**src/rtl/seq_bin_to_bcd.sv**
```systemverilog
// seq_bin_to_bcd: iterative double-dabble binary-to-BCD converter.
// Captures an unsigned magnitude plus sign on start, performs one
// add-3/shift iteration per clock, then publishes a registered packed-BCD
// result together with the captured sign and pulses done for one cycle.
//
// Handshake: start is sampled only while idle (busy=0); it is ignored while
// busy. done is a single-cycle pulse, and bcd_out/sign_out are already
// valid in that cycle and then hold until the next completed conversion.
module seq_bin_to_bcd #(
    parameter int BIN_W  = 14,
    parameter int DIGITS = 5   // 10**DIGITS must exceed 2**BIN_W - 1
) (
    input  logic                  sys_clk,
    input  logic                  rst_n,
    input  logic                  start,
    input  logic [BIN_W-1:0]      bin_in,
    input  logic                  sign_in,
    output logic                  busy,
    output logic                  done,
    output logic [4*DIGITS-1:0]   bcd_out,
    output logic                  sign_out
);

    localparam int BCD_W = 4 * DIGITS;
    localparam int CNT_W = $clog2(BIN_W + 1);

    typedef enum logic [1:0] {
        IDLE  = 2'd0,
        SHIFT = 2'd1,
        DONE  = 2'd2
    } state_e;

    state_e             state_q, state_d;
    logic [BCD_W-1:0]   bcd_acc_q, bcd_acc_d;
    logic [BIN_W-1:0]   bin_acc_q, bin_acc_d;
    logic [CNT_W-1:0]   cnt_q, cnt_d;
    logic               sign_acc_q, sign_acc_d;
    logic [BCD_W-1:0]   bcd_out_q, bcd_out_d;
    logic               sign_out_q, sign_out_d;
    logic [BCD_W-1:0]   bcd_adj;

    // Add 3 to every digit that is 5 or more, all digits in parallel, so the
    // following left shift carries correctly into the next decimal digit.
    always_comb begin
        bcd_adj = bcd_acc_q;
        for (int i = 0; i < DIGITS; i++) begin
            if (bcd_acc_q[4*i +: 4] >= 4'd5) begin
                bcd_adj[4*i +: 4] = bcd_acc_q[4*i +: 4] + 4'd3;
            end
        end
    end

    // Next-state and datapath control for the IDLE -> SHIFT -> DONE sequence.
    always_comb begin
        state_d    = state_q;
        bcd_acc_d  = bcd_acc_q;
        bin_acc_d  = bin_acc_q;
        cnt_d      = cnt_q;
        sign_acc_d = sign_acc_q;
        bcd_out_d  = bcd_out_q;
        sign_out_d = sign_out_q;

        case (state_q)
            IDLE: begin
                if (start) begin
                    bcd_acc_d  = '0;
                    bin_acc_d  = bin_in;
                    sign_acc_d = sign_in;
                    cnt_d      = CNT_W'(BIN_W);
                    state_d    = SHIFT;
                end
            end
            SHIFT: begin
                // {bcd, bin} shifts left as one register after the adjust.
                bcd_acc_d = {bcd_adj[BCD_W-2:0], bin_acc_q[BIN_W-1]};
                bin_acc_d = {bin_acc_q[BIN_W-2:0], 1'b0};
                cnt_d     = cnt_q - CNT_W'(1);
                if (cnt_q == CNT_W'(1)) begin
                    // Final iteration: publish the shifted result on this edge.
                    bcd_out_d  = {bcd_adj[BCD_W-2:0], bin_acc_q[BIN_W-1]};
                    sign_out_d = sign_acc_q;
                    state_d    = DONE;
                end
            end
            DONE: begin
                state_d = IDLE;
            end
            default: begin
                state_d = IDLE;
            end
        endcase
    end

    // State, accumulators and result registers; reset aborts any conversion.
    always_ff @(posedge sys_clk or negedge rst_n) begin
        if (!rst_n) begin
            state_q    <= IDLE;
            bcd_acc_q  <= '0;
            bin_acc_q  <= '0;
            cnt_q      <= '0;
            sign_acc_q <= 1'b0;
            bcd_out_q  <= '0;
            sign_out_q <= 1'b0;
        end else begin
            state_q    <= state_d;
            bcd_acc_q  <= bcd_acc_d;
            bin_acc_q  <= bin_acc_d;
            cnt_q      <= cnt_d;
            sign_acc_q <= sign_acc_d;
            bcd_out_q  <= bcd_out_d;
            sign_out_q <= sign_out_d;
        end
    end

    assign busy     = (state_q != IDLE);
    assign done     = (state_q == DONE);
    assign bcd_out  = bcd_out_q;
    assign sign_out = sign_out_q;

endmodule

```
**config.mk**
```make
export PLATFORM = sky130hd
export DESIGN_NAME = seq_bin_to_bcd
export DESIGN_NICKNAME = d
export VERILOG_FILES = /design/src/rtl/seq_bin_to_bcd.sv
export SDC_FILE = /design/constraint.sdc
export NUM_CORES = 1
export LEC_CHECK = 0
export ABC_AREA = 1
export CORE_AREA = 2 2 62 94
export CTS_CLUSTER_SIZE = 12
export DETAILED_ROUTE_END_ITERATION = 8
export DIE_AREA = 0 0 64 96
export PLACE_DENSITY = 0.92
export SLEW_MARGIN = 20
export SYNTH_ARGS = -nofsm -noshare
export SYNTH_HDL_FRONTEND = slang
export SYNTH_SLANG_ARGS = --single-unit
export TNS_END_PERCENT = 10
```
**constraint.sdc**
```tcl
create_clock -name sys_clk -period 3 [get_ports sys_clk]
set_input_delay 0.6 -clock sys_clk [delete_from_list [all_inputs] [get_ports sys_clk]]
set_output_delay 0.6 -clock sys_clk [all_outputs]
set_load 0.05 [all_outputs]
```
Word-level counts from Yosys, hierarchy flattened
Index checks and enable logic that the tools add are counted.
{"block": "word_totals", "ff_bits": 62, "latch_bits": 0, "ram_bits": 0, "romBits": 0, "output_inout_bits": 23, "wordCells": 44, "mem_count": 0}
{"block": "classes", "n_addsub": 6, "multipliers": 0, "div": 0, "order_cmp": 5, "n_eq_ne": 5, "shift": 0, "mux": 14, "n_bitwise": 0, "n_reduce_logical": 7}
{"op": "$pmux W20 S2", "n": 1}
{"op": "$pmux W14 S2", "n": 1}
{"op": "$ge A4 B3 Y1 const B", "n": 5}
{"op": "$mux W20", "n": 1}
{"op": "$mux W4", "n": 5}
{"op": "$add A4 B2 Y4 const B", "n": 4}
{"op": "$mux W14", "n": 1}
{"op": "$pmux W4 S2", "n": 1}
{"op": "$reduce_and A2 Y1", "n": 4}
{"op": "$eq A4 B1 Y1 const B", "n": 1}
{"op": "$mux W2", "n": 2}
{"op": "$ne A2 B2 Y1 const B", "n": 2}
{"op": "$pmux W2 S2", "n": 1}
{"op": "$reduce_bool A2 Y1", "n": 2}
{"op": "$sub A4 B1 Y4 const B", "n": 1}
{"op": "$add A3 B2 Y3 const B", "n": 1}
{"op": "$mux W3", "n": 1}
{"op": "$eq A2 B1 Y1 const B", "n": 1}
{"op": "$eq A2 B2 Y1 const B", "n": 1}
{"op": "$logic_not A2 Y1", "n": 1}

Logic depth before layout (Yosys ltp)
Gate-level depths: netlist of run 1.
{"block": "depth", "depth_word": 3, "ltp_mapped": 9, "mapped_depth_nobuf": 9}

Least setup slack after synthesis of run 1
OpenSTA, ideal clock, no wires.
{"block": "synth_path", "kind": "reg2out", "start": "register state_q[1]", "end": "output port done", "arrival_ps": 1099, "slack_ps": 1301, "path_stages_with_launch": 3, "n_path_buf": 0, "cell_sequence": "dfrtp_1 -> inv_1 -> nor2_1"}
{"block": "synth_via", "elab_chain_len": 1}
{"item": "start, declared", "line": "33", "source": "state_e state_q, state_d;"}
{"item": "start signal, assigned", "line": "105", "source": "state_q <= state_d;"}
{"item": "$eq A2 B2 Y1", "line": "116", "source": "assign done = (state_q == DONE);"}
{"item": "end, declared", "line": "19", "source": "output logic done,"}
Every way passes these cells.

Worst setup path in the final report of run 1
Ends and elaborated chain as after synthesis.

==> flow_metrics.tcl, run 1 <==
set metrics [dict create \
    globalplace.congestion 0.830 \
    p_total_w 0.00445 \
    ys_ff_latch 62 \
    regToRegEndpoint "bcd_out[1]$_DFFE_PN0P_" \
    cp_num_buf_inv 2 \
    cpMaxStageDelayCell "clkdlybuf4s50_1" \
    clock_latency_ns 0.34 \
    synth_top_area_share 0.504 \
    wl_met3_um 315 \
    final.period_utilization 0.777 \
    ctsResizeCount 0 \
    cts_setup_buffers 0 \
    grt_max_degree 33 \
    initialDrtViolationCount 132 \
    yosys-top-cells-area "dfrtp_1, nand2_1, nand3_1, ha_1, inv_1" \
    die_x_um 64 \
    syn_nets 425 \
    cp-startpoint "state_q[1]$_DFFE_PN0P_" \
    synth_xor_area_frac 0.00284 \
    maxCapViolCount 0 \
    avgSynthCellArea_sq_um 7.80 \
    synthSimpleGateAreaFrac 0.326 \
    crit_fanout 4 \
    outcome "finished, final reports clean" \
    die_height_um 96 \
    worst-setup-path-type "flop to primary output" \
    postSynthCellCount 395 \
    totalWireLength_mm 6.74 \
    multi_input_area_sq_um 1330 \
    required_ns 2.40 \
    port_buffers 40 \
    worst_pin_slew_ns 0.718 \
    r2r_cells 7 \
    grt_antenna_before_repair 0 \
    crit_arrival_ns 1.73 \
    io_pins 41 \
    ys.warnings.count 0 \
    initial_core_util 0.578 \
    synth_common_cells "nand2_1, dfrtp_1, nand3_1" \
    area_growth_pct 20.2 \
    power-per-cell-area_nw_per_um2 1200 \
    highest_layer "met4" \
    dieArea_sq_um 6140 \
    num_vias 2666 \
    async_flop_share 1.00 \
    muxShareOfSynthArea 0 \
    syn_area_sq_um 3080 \
    post_layout_nonfiller_instances 510 \
    critPathMaxStageDelay_ns 0.80 \
    end_kind "primary output" \
    first_pass_iters 5 \
    maxSlewHeadroom 0.522 \
    numCtsBuffers 9 \
    dp_hpwl_mm 4.64 \
    antenna_cells 0 \
    seq_area_sq_um 1550 \
    fp.coreArea_sq_um 5330 \
    cts_tree "done" \
    wl_met2_mm 3.60 \
    setup_viol 0 \
    grt_usage 0.247 \
    htreeDepth 3 \
    synth.most_common_cell "nand2_1" \
    synth_compound_area_frac 0.0528 \
    cts-root-buf "clkbuf_8" \
    endpoint "done" \
    drc 0 \
    fill_cells 400 \
    yosysTopAreaCell "dfrtp_1" \
    clk_pin_slew_ns 0.07 \
    p_leak_nw 1.94 \
    drive_gt1_frac 0.0500 \
    grt_pass1_wl_mm 11.7 \
    vdd_drop_max_uv 980 \
    ff2ff_setup_slack_ns 1.34 \
    synth_ff_type "dfrtp_1" \
    cp_top_family "buffers and inverters" \
    synthAdderAreaFrac 0.0488 \
    final_nets 466 \
    synth_edf_count 0 \
    drv_slew 0 \
    hold_violations 0 \
    grt_pass1_vias 2703 \
    clockBufferDepth 2 \
    clock_skew_ns 0.00814 \
    synth_top_family_by_area "simple AND/OR/NAND/NOR gates" \
    synth.distinct_cells 24 \
    cp_cell_sequence "inv_1, nor2_1, clkdlybuf4s50_1" \
    drt-met1-wl_mm 2.72 \
    post-route-min-period_ns 2.33 \
    worstHoldPathType "input pin to asynchronous set/reset pin" \
    dp.cells 495 \
    critPathLaunchType "flop" \
    final_antenna_net_count 0 \
    ys_seq_area_frac 0.504 \
    grt-ovfl-total 0 \
    hold_buffers 0 \
    timing.rr.start "cnt_q[1]$_DFFE_PN0P_" \
    row_count 33 \
    wire_per_inst_um 13.2 \
    fin_tns_setup_ns 0 \
    path_depth 3 \
    clock-sinks 62 \
    vias_per_cell 5.23 \
    rsz0062_at_grt "no" \
    fmax_ghz 0.429 \
]
## how the worst min path moves through the flow
stage                                      endpoint  slack (ns)               startpoint
after floorplan            bcd_acc_q[0]$_DFFE_PN0P_        0.30                    rst_n
after global placement      bcd_out[19]$_DFFE_PN0P_        0.45  bcd_out[19]$_DFFE_PN0P_
after detailed placement    bcd_out[19]$_DFFE_PN0P_        0.46  bcd_out[19]$_DFFE_PN0P_
after CTS                   bcd_out[17]$_DFFE_PN0P_        0.32                    rst_n
after global routing       bcd_acc_q[2]$_DFFE_PN0P_        0.36                    rst_n
final                     bcd_acc_q[19]$_DFFE_PN0P_        0.31                    rst_n
## final cells by class
cell class                      instances  area share
Clock buffer                           14      0.0440
Inverter                               35      0.0362
Clock inverter                          1     0.00135
Sequential cell                        62       0.419
Timing Repair Buffer                   43       0.116
Multi-Input combinational cell        285       0.359
Tap cell                               70      0.0237
## power breakdown
part           internal [W]  switching [W]
Combinational      0.000756        0.00156
Sequential          0.00122       0.000261
Clock              0.000340       0.000305
## through the flow
stage	worst slack (ns)	util	hold slack (ns)	cell area (sq um)
after floorplan	1.30	-	0.304	3080
final	0.669	0.695	0.314	3700
after detailed placement	1.02	0.663	0.460	3530
after CTS	0.657	0.695	0.324	3700
after global routing	0.577	0.695	0.361	3700
after global placement	1.05	0.663	0.453	3530
## registers in the layout, summed over array words and instances, names as in the netlist
register and cells:
sign_acc_q 1, state_q 2, sign_out 1, bin_acc_q 14, cnt_q 4, bcd_out 20
bcd_acc_q 20
## kinds of logic after synthesis
group                      Yosys count
and+or+nand+nor                    242
adders and majority gates           12
AOI/OAI and AO/OA                   30
buffers and inverters               48
DFF                                 62
xor gates and xnor gates             1
## worst reg2reg max path, delay by kind of cell, from the launching register on
kind          cells  cell delay (ns)
fa+ha+maj         1             0.15
simple gates      4             0.74
buf+inv           2             0.29
flops             1             0.37
## layer usage
| metal | track usage | up-vias |
|---|---|---|
| li1 | - | 1335 |
| met1 | 0.286 | 1250 |
| met2 | 0.432 | 67 |
| met3 | 0.0620 | 14 |
| met4 | 0.107 | 0 |
| met5 | 0 | - |
## layout by cell type, fill, tap and decap left out
| cell type | count |
|---|---|
| nor2_4 | 1 |
| o22ai_1 | 4 |
| ha_1 | 12 |
| nand3_1 | 40 |
| buf_4 | 2 |
| clkdlybuf4s50_1 | 39 |
| o21ai_2 | 1 |
| buf_12 | 1 |
| dfrtp_1 | 62 |
| a21oi_1 | 1 |
| inv_1 | 32 |
| clkbuf_1 | 3 |
| nor2_8 | 1 |
| a21boi_0 | 1 |
| xnor2_1 | 1 |
| o21ai_1 | 3 |
| inv_2 | 2 |
| nand4_1 | 8 |
| clkbuf_8 | 11 |
| buf_2 | 1 |
| clkinv_2 | 1 |
| nand2_1 | 185 |
| a22oi_1 | 2 |
| inv_4 | 1 |
| nor3_1 | 1 |
| nor2_1 | 6 |
| o21ai_0 | 18 |
(Power assumes the default switching activity.)
==> inputs of run 2 (changes only) <==
Settings changed: CORE_AREA 2 2 62 94 to 2 2 68 103, DIE_AREA 0 0 64 96 to 0 0 70 105, PLACE_DENSITY 0.92 to 0.82.
Clock period 3 ns to 2.05 ns, I/O delays scaled along.
==> flow_metrics.tcl, run 2 (synthesized netlist as in run 1, its figures left out) <==
set metrics [dict create \
    outcome "finished, final reports clean" \
    die_height_um 105 \
    critPathMaxStageDelay_ns 0.81 \
    final_cell_mix "nand2_1, dfrtp_1, nand3_1, clkdlybuf4s50_1, inv_1" \
    p_leak_nw 1.96 \
    required_ns 1.64 \
    cp_top_family "buffers and inverters" \
    final_common_cell "nand2_1" \
    vias_per_cell 5.20 \
    setup_viol 0 \
    port_buffers 40 \
    fin_tns_setup_ns 0 \
    initialDrtViolationCount 124 \
    clockBufferDepth 2 \
    hold_buffers 0 \
    grt_max_degree 63 \
    drv_slew 0 \
    post-route-min-period_ns 1.93 \
    final_nets 468 \
    first_pass_iters 6 \
    fmax_ghz 0.519 \
    drc 0 \
    cpMaxStageDelayCell "clkdlybuf4s50_1" \
    ctsResizeCount 0 \
    crit_arrival_ns 1.52 \
    wire_per_inst_um 12.4 \
    dpl_cell_area_sq_um 3560 \
    totalWireLength_mm 6.44 \
    grt_usage 0.192 \
    fin_area_sq_um 3730 \
    hold_violations 0 \
    clock_latency_ns 0.34 \
    cts-root-buf "clkbuf_8" \
    initial_core_util 0.481 \
    htreeDepth 3 \
    rsz0062_at_grt "no" \
    maxCapViolCount 0 \
    worst_pin_slew_ns 0.499 \
    dp_hpwl_mm 4.48 \
    power-per-cell-area_nw_per_um2 1740 \
    grt_antenna_before_repair 0 \
    num_vias 2696 \
    globalplace.congestion 0.826 \
    end_kind "primary output" \
    grt_pass1_wl_mm 11.2 \
    final_antenna_net_count 0 \
    postLayoutSetupSlackWorst_ns 0.124 \
    fp.coreArea_sq_um 6400 \
    io_pins 41 \
    cp_cell_sequence "clkdlybuf4s50_1" \
    final.period_utilization 0.939 \
    dieArea_sq_um 7350 \
    cts_tree "done" \
    dp_slack_ns 0.428 \
    grt-ovfl-total 0 \
    maxSlewHeadroom 0.666 \
    cts_setup_buffers 0 \
    die_x_um 70 \
    utilization 0.583 \
    clock-sinks 62 \
    worst-setup-path-type "flop to primary output" \
    worstHoldPathType "input pin to asynchronous set/reset pin" \
    grt_pass1_vias 2694 \
    drive_gt1_frac 0.0588 \
    clk_pin_slew_ns 0.06 \
    critPathLaunchType "flop" \
    cp_num_buf_inv 1 \
    numCtsBuffers 9 \
    crit_fanout 2 \
    area_growth_pct 21.1 \
    clock_skew_ns 0.00898 \
    fin_hold_ws_ns 0.0569 \
    vdd_drop_max_uv 911 \
    row_count 36 \
    antenna_cells 0 \
]
-- run 2: final timing paths --
path                                               from                         to  slack (ns)  cells after the start
worst max-delay path             bcd_out[0]$_DFFE_PN0P_                 bcd_out[0]        0.12                      1
worst max register to register     cnt_q[1]$_DFFE_PN0P_    bcd_out[15]$_DFFE_PN0P_        0.43                      7
worst min-delay path                              rst_n     bcd_out[6]$_DFFE_PN0P_        0.06                      2
max in group asynchronous                         rst_n  bin_acc_q[11]$_DFFE_PN0P_        1.71                      2
worst min register to register  bcd_out[19]$_DFFE_PN0P_    bcd_out[19]$_DFFE_PN0P_        0.47                      2
min in group sys_clk            bcd_out[19]$_DFFE_PN0P_    bcd_out[19]$_DFFE_PN0P_        0.47                      2
-- run 2: area by class of cell --
type | count | area [sq um]
inverter | 35 | 134
sequential | 62 | 1550
multi-input combinational | 285 | 1330
fill | 595 | 2670
clock buffer | 14 | 163
timing repair buffer | 45 | 453
clock inverter | 1 | 5.00
tap | 76 | 95.1
-- run 2: metal layers --
metal  share of wire  track usage  vias up
li1                -            -     1339
met1            0.41        0.203     1280
met2            0.52        0.337       61
met3           0.040       0.0482       16
met4           0.027        0.117        0
met5               0            0        -
-- run 2: stage by stage --
step           total power (W)  std cells
2_1_floorplan          0.00459        395
3_3_place_gp           0.00543        503
3_5_place_dp           0.00557        503
4_1_cts                0.00653        518
5_1_grt                0.00702        518
6_report               0.00648        518
-- run 2: power breakdown --
part | switching [W] | internal (W) | leakage, nW
registers | 0.000375 | 0.00179 | 0.771
logic | 0.00224 | 0.00114 | 1.10
clock network | 0.000435 | 0.000497 | 0.0865
==> inputs of run 3 (changes only) <==
Settings changed: CTS_BUF_LIST set to sky130_fd_sc_hd__clkbuf_4 sky130_fd_sc_hd__clkbuf_8 sky130_fd_sc_hd__clkbuf_16.
==> flow_metrics.tcl, run 3 (synthesized netlist as in run 1, its figures left out) <==
set metrics [dict create \
    outcome "finished, final reports clean" \
    clock-sinks 62 \
    clock_skew_ns 0.00816 \
    dp.cells 503 \
    critPathLaunchType "flop" \
    crit_fanout 2 \
    wire_per_inst_um 12.5 \
    fp.coreArea_sq_um 6400 \
    post-route-min-period_ns 1.93 \
    rsz0062_at_grt "no" \
    power-per-cell-area_nw_per_um2 1740 \
    cp_cell_sequence "clkdlybuf4s50_1" \
    utilization 0.585 \
    final_antenna_net_count 0 \
    cts-root-buf "clkbuf_8" \
    p_leak_nw 1.97 \
    regToRegEndpoint "bcd_out[15]$_DFFE_PN0P_" \
    initialDrtViolationCount 130 \
    dp_hpwl_mm 4.48 \
    hold_buffers 0 \
    multi_input_area_sq_um 1330 \
    maxCapViolCount 0 \
    final_nets 468 \
    fill_cells 587 \
    globalplace.congestion 0.826 \
    worst_pin_slew_ns 0.499 \
    grt_pass1_vias 2707 \
    row_count 36 \
    clock_latency_ns 0.34 \
    clk_pin_slew_ns 0.06 \
    area_growth_pct 21.5 \
    critPathMaxStageDelay_ns 0.81 \
    post_layout_nonfiller_instances 518 \
    drc 0 \
    cp-startpoint "bcd_out[0]$_DFFE_PN0P_" \
    worstHoldPathType "input pin to asynchronous set/reset pin" \
    grt_usage 0.192 \
    hold_violations 0 \
    fin_tns_setup_ns 0 \
    fin_hold_ws_ns 0.0549 \
    required_ns 1.64 \
    vias_per_cell 5.23 \
    htreeDepth 3 \
    r2r_cells 7 \
    cp_num_buf_inv 1 \
    final.period_utilization 0.940 \
    first_pass_iters 4 \
    num_vias 2709 \
    die_height_um 105 \
    grt-ovfl-total 0 \
    cts_tree "done" \
    fmax_ghz 0.519 \
    cpMaxStageDelayCell "clkdlybuf4s50_1" \
    ctsResizeCount 0 \
    drv_slew 0 \
    final_common_cell "nand2_1" \
    initial_core_util 0.481 \
    timing.rr.start "cnt_q[1]$_DFFE_PN0P_" \
    setup_viol 0 \
    crit_arrival_ns 1.52 \
    antenna_cells 0 \
    vdd_drop_max_uv 1040 \
    grt_max_degree 63 \
    grt_antenna_before_repair 0 \
    clockBufferDepth 2 \
    die_x_um 70 \
    totalWireLength_mm 6.47 \
    maxSlewHeadroom 0.666 \
    cts_setup_buffers 0 \
    ff2ff_setup_slack_ns 0.42 \
    seq_area_sq_um 1550 \
    dieArea_sq_um 7350 \
    final_cell_mix "nand2_1, dfrtp_1, nand3_1, clkdlybuf4s50_1, inv_1" \
    io_pins 41 \
    end_kind "primary output" \
    cp_top_family "buffers and inverters" \
    numCtsBuffers 9 \
    worst-setup-path-type "flop to primary output" \
    drive_gt1_frac 0.0656 \
    grt_pass1_wl_mm 11.2 \
    p_total_w 0.00653 \
    port_buffers 40 \
]
==> run 3: worst reg2reg max path, stage by stage (launching register included) <==
cell and delay, ns:
dfrtp_1 0.38, inv_1 0.10, ha_1 0.15, nand3_1 0.20, nor2_8 0.34, inv_4 0.18
nand2_1 0.09, o21ai_1 0.06
==> run 3: final cells by class <==
cell class / count / share of cell area
well taps: 76 / 0.0254
multi-input cells: 285 / 0.355
clock buffers: 14 / 0.0465
flip-flops and latches: 62 / 0.415
inverters: 35 / 0.0358
clock inverters: 1 / 0.00134
repair buffers: 45 / 0.121
==> run 3: metal layers <==
layer | part of all wire | routed length [um] | global-route usage | vias to the layer above
met5 | 0 | 0 | 0 | -
met1 | 0.41 | 2660 | 0.203 | 1296
met4 | 0.027 | 176 | 0.118 | 0
li1 | - | - | - | 1341
met3 | 0.039 | 254 | 0.0482 | 16
met2 | 0.52 | 3380 | 0.337 | 56
==> run 3: power breakdown <==
part           switching (W)  total, W  internal [W]
Sequential          0.000377   0.00217       0.00179
Clock               0.000436  0.000973      0.000537
Combinational        0.00225   0.00339       0.00114
==> run 3: worst max path at each step <==
stage	endpoint	slack, ns	cells past startpoint
6_report	bcd_out[0]	0.12	1
5_1_grt	bcd_out[4]	0.08	1
4_1_cts	bcd_out[0]	0.11	1
3_5_place_dp	cnt_q[2]$_DFFE_PN0P_	0.43	4
3_3_place_gp	cnt_q[2]$_DFFE_PN0P_	0.46	4
2_1_floorplan	done	0.54	2
==> run 3: metrics by stage <==
stage,instance area [sq um],worst slack (ns)
after global routing,3740,0.0791
final,3740,0.123
after global placement,3560,0.461
after floorplan,3080,0.541
after CTS,3740,0.106
after detailed placement,3560,0.428
==> RTL edit (settings of run 2) <==
Re-encode `state_e` (3 states) as one-hot, 3 bits wide.
--- a/src/rtl/seq_bin_to_bcd.sv
+++ b/src/rtl/seq_bin_to_bcd.sv
@@ -24,10 +24,10 @@
     localparam int BCD_W = 4 * DIGITS;
     localparam int CNT_W = $clog2(BIN_W + 1);
 
-    typedef enum logic [1:0] {
-        IDLE  = 2'd0,
-        SHIFT = 2'd1,
-        DONE  = 2'd2
+    typedef enum logic [2:0] {
+        IDLE  = 3'b001,
+        SHIFT = 3'b010,
+        DONE  = 3'b100
     } state_e;
 
     state_e             state_q, state_d;
Formal check against the unedited RTL: no difference found for any inputs over 10 cycles, from zero or initial values and one cycle with rst_n low; not proved beyond that.
==> RTL edit against run 2 <==
  * Sequential cell count increased by 1
  * Utilization increased by 1.3 points
  * Clock skew about the same
  * Synthesized area increased by 3.3%
  * Count of clock-buffer cells in the layout decreased by 2
  * Wire length increased by 5.6%
  * Register-to-register slack got worse by 0.03 ns
  * Setup slack got worse by 0.0050 ns
  * Final area increased by 2.3%
  * Synthesized cell count increased by 3.0%
  * Power decreased by 22%
==> RTL edit: results (changes against run 2) <==
global-route wire length before repair 11560 um (+3.7%); initial detailed-routing violation count 208 (+68%); Worst Hold Class reg2reg; Comb. pwr 0.00214 W (-37%); register area share after synthesis 49.63% (-0.76 points); Switching Power 0.002179 W (-29%); M2 GR Usage 34.08% (+0.34 points); GR met3 Demand/Resource 4.243% (-0.58 points); M1 wire length 2796 um (+6.5%); Area contributors post-synth dfrtp_1 (49%), nand2_1 (21%), nand3_1 (6.1%), inv_1 (5.1%), ha_1 (4.7%); Via Count 2740 (+1.6%); syn_nets 437 (+2.8%); LEAKAGE 2.016 nW (+2.9%); Cell variety after synth 21 (-13%); 1st-pass router iterations 5 (-1); overall routing resource usage 19.76% (+0.54 points); cts-stage hold buffer count 1 (+1); Met3 Wirelength 300 um (+16%); area of placed instances 3615 um2 (+1.5%); maximum vdd drop 0.6846 mV (-25%); pre-CTS WS 0.3683 ns (-0.05946 ns); status finished clean; Synth top cells by count nand2_1 (178), dfrtp_1 (62), inv_1 (43); Clock Skew 0.009167 ns (+0.0001887 ns); clock-net power 0.00106 W (+14%)
-- RTL edit: cell count changes in the layout (fill, tap and decap cells not counted), sizes merged, moves of 3 or more --
cell	delta
o21ai	-4
nand2	-5
nor2	+5
inv	+10
a21oi	+8
a21boi	+3
o22ai	-4
-- RTL edit: metrics by stage --
stage | total power [W] | cells | hold slack [ns] | utilization, %
CTS | 0.005128 | 532 | 0.4751 | 59.64
finish | 0.005087 | 532 | 0.4696 | 59.64
global placement | 0.003983 | 515 | 0.3688 | 56.51
detailed placement | 0.004063 | 515 | 0.3749 | 56.51
floorplan | 0.003418 | 407 | 0.1144 | -
global route | 0.005394 | 532 | 0.5024 | 59.64
-- RTL edit: worst paths after layout --
check,slack [ns],end,startpoint,cells after the start
worst max-delay path,0.12,bcd_out[17],bcd_out[17]$_DFFE_PN0P_,1
worst min-delay path,0.47,bcd_out[15]$_DFFE_PN0P_,bcd_out[15]$_DFFE_PN0P_,2
worst max register to register,0.40,bcd_out[3]$_DFFE_PN0P_,state_q[0]$_DFFE_PN1P_,7
worst min register to register,0.47,bcd_out[15]$_DFFE_PN0P_,bcd_out[15]$_DFFE_PN0P_,2
max in group asynchronous,0.87,state_q[0]$_DFFE_PN1P_,rst_n,3
min in group asynchronous,0.54,bcd_acc_q[16]$_DFFE_PN0P_,rst_n,2
-- RTL edit: area by class of cell --
class	count	area share (%)
Tap cell	76	2.493
Inverter	45	4.428
Sequential cell	63	41.36
Clock buffer	12	3.805
Clock inverter	4	1.181
Multi-Input combinational cell	286	34.93
Timing Repair Buffer	46	11.81
-- RTL edit: cell families after synthesis --
logic type	after synthesis	synth area share (%)
flip-flops	63	49.63
AO/OA/AOI/OAI	31	5.195
buffers and inverters	58	8.461
AND/OR/NAND/NOR	243	32.00
adder cells (fa/ha/maj)	12	4.722
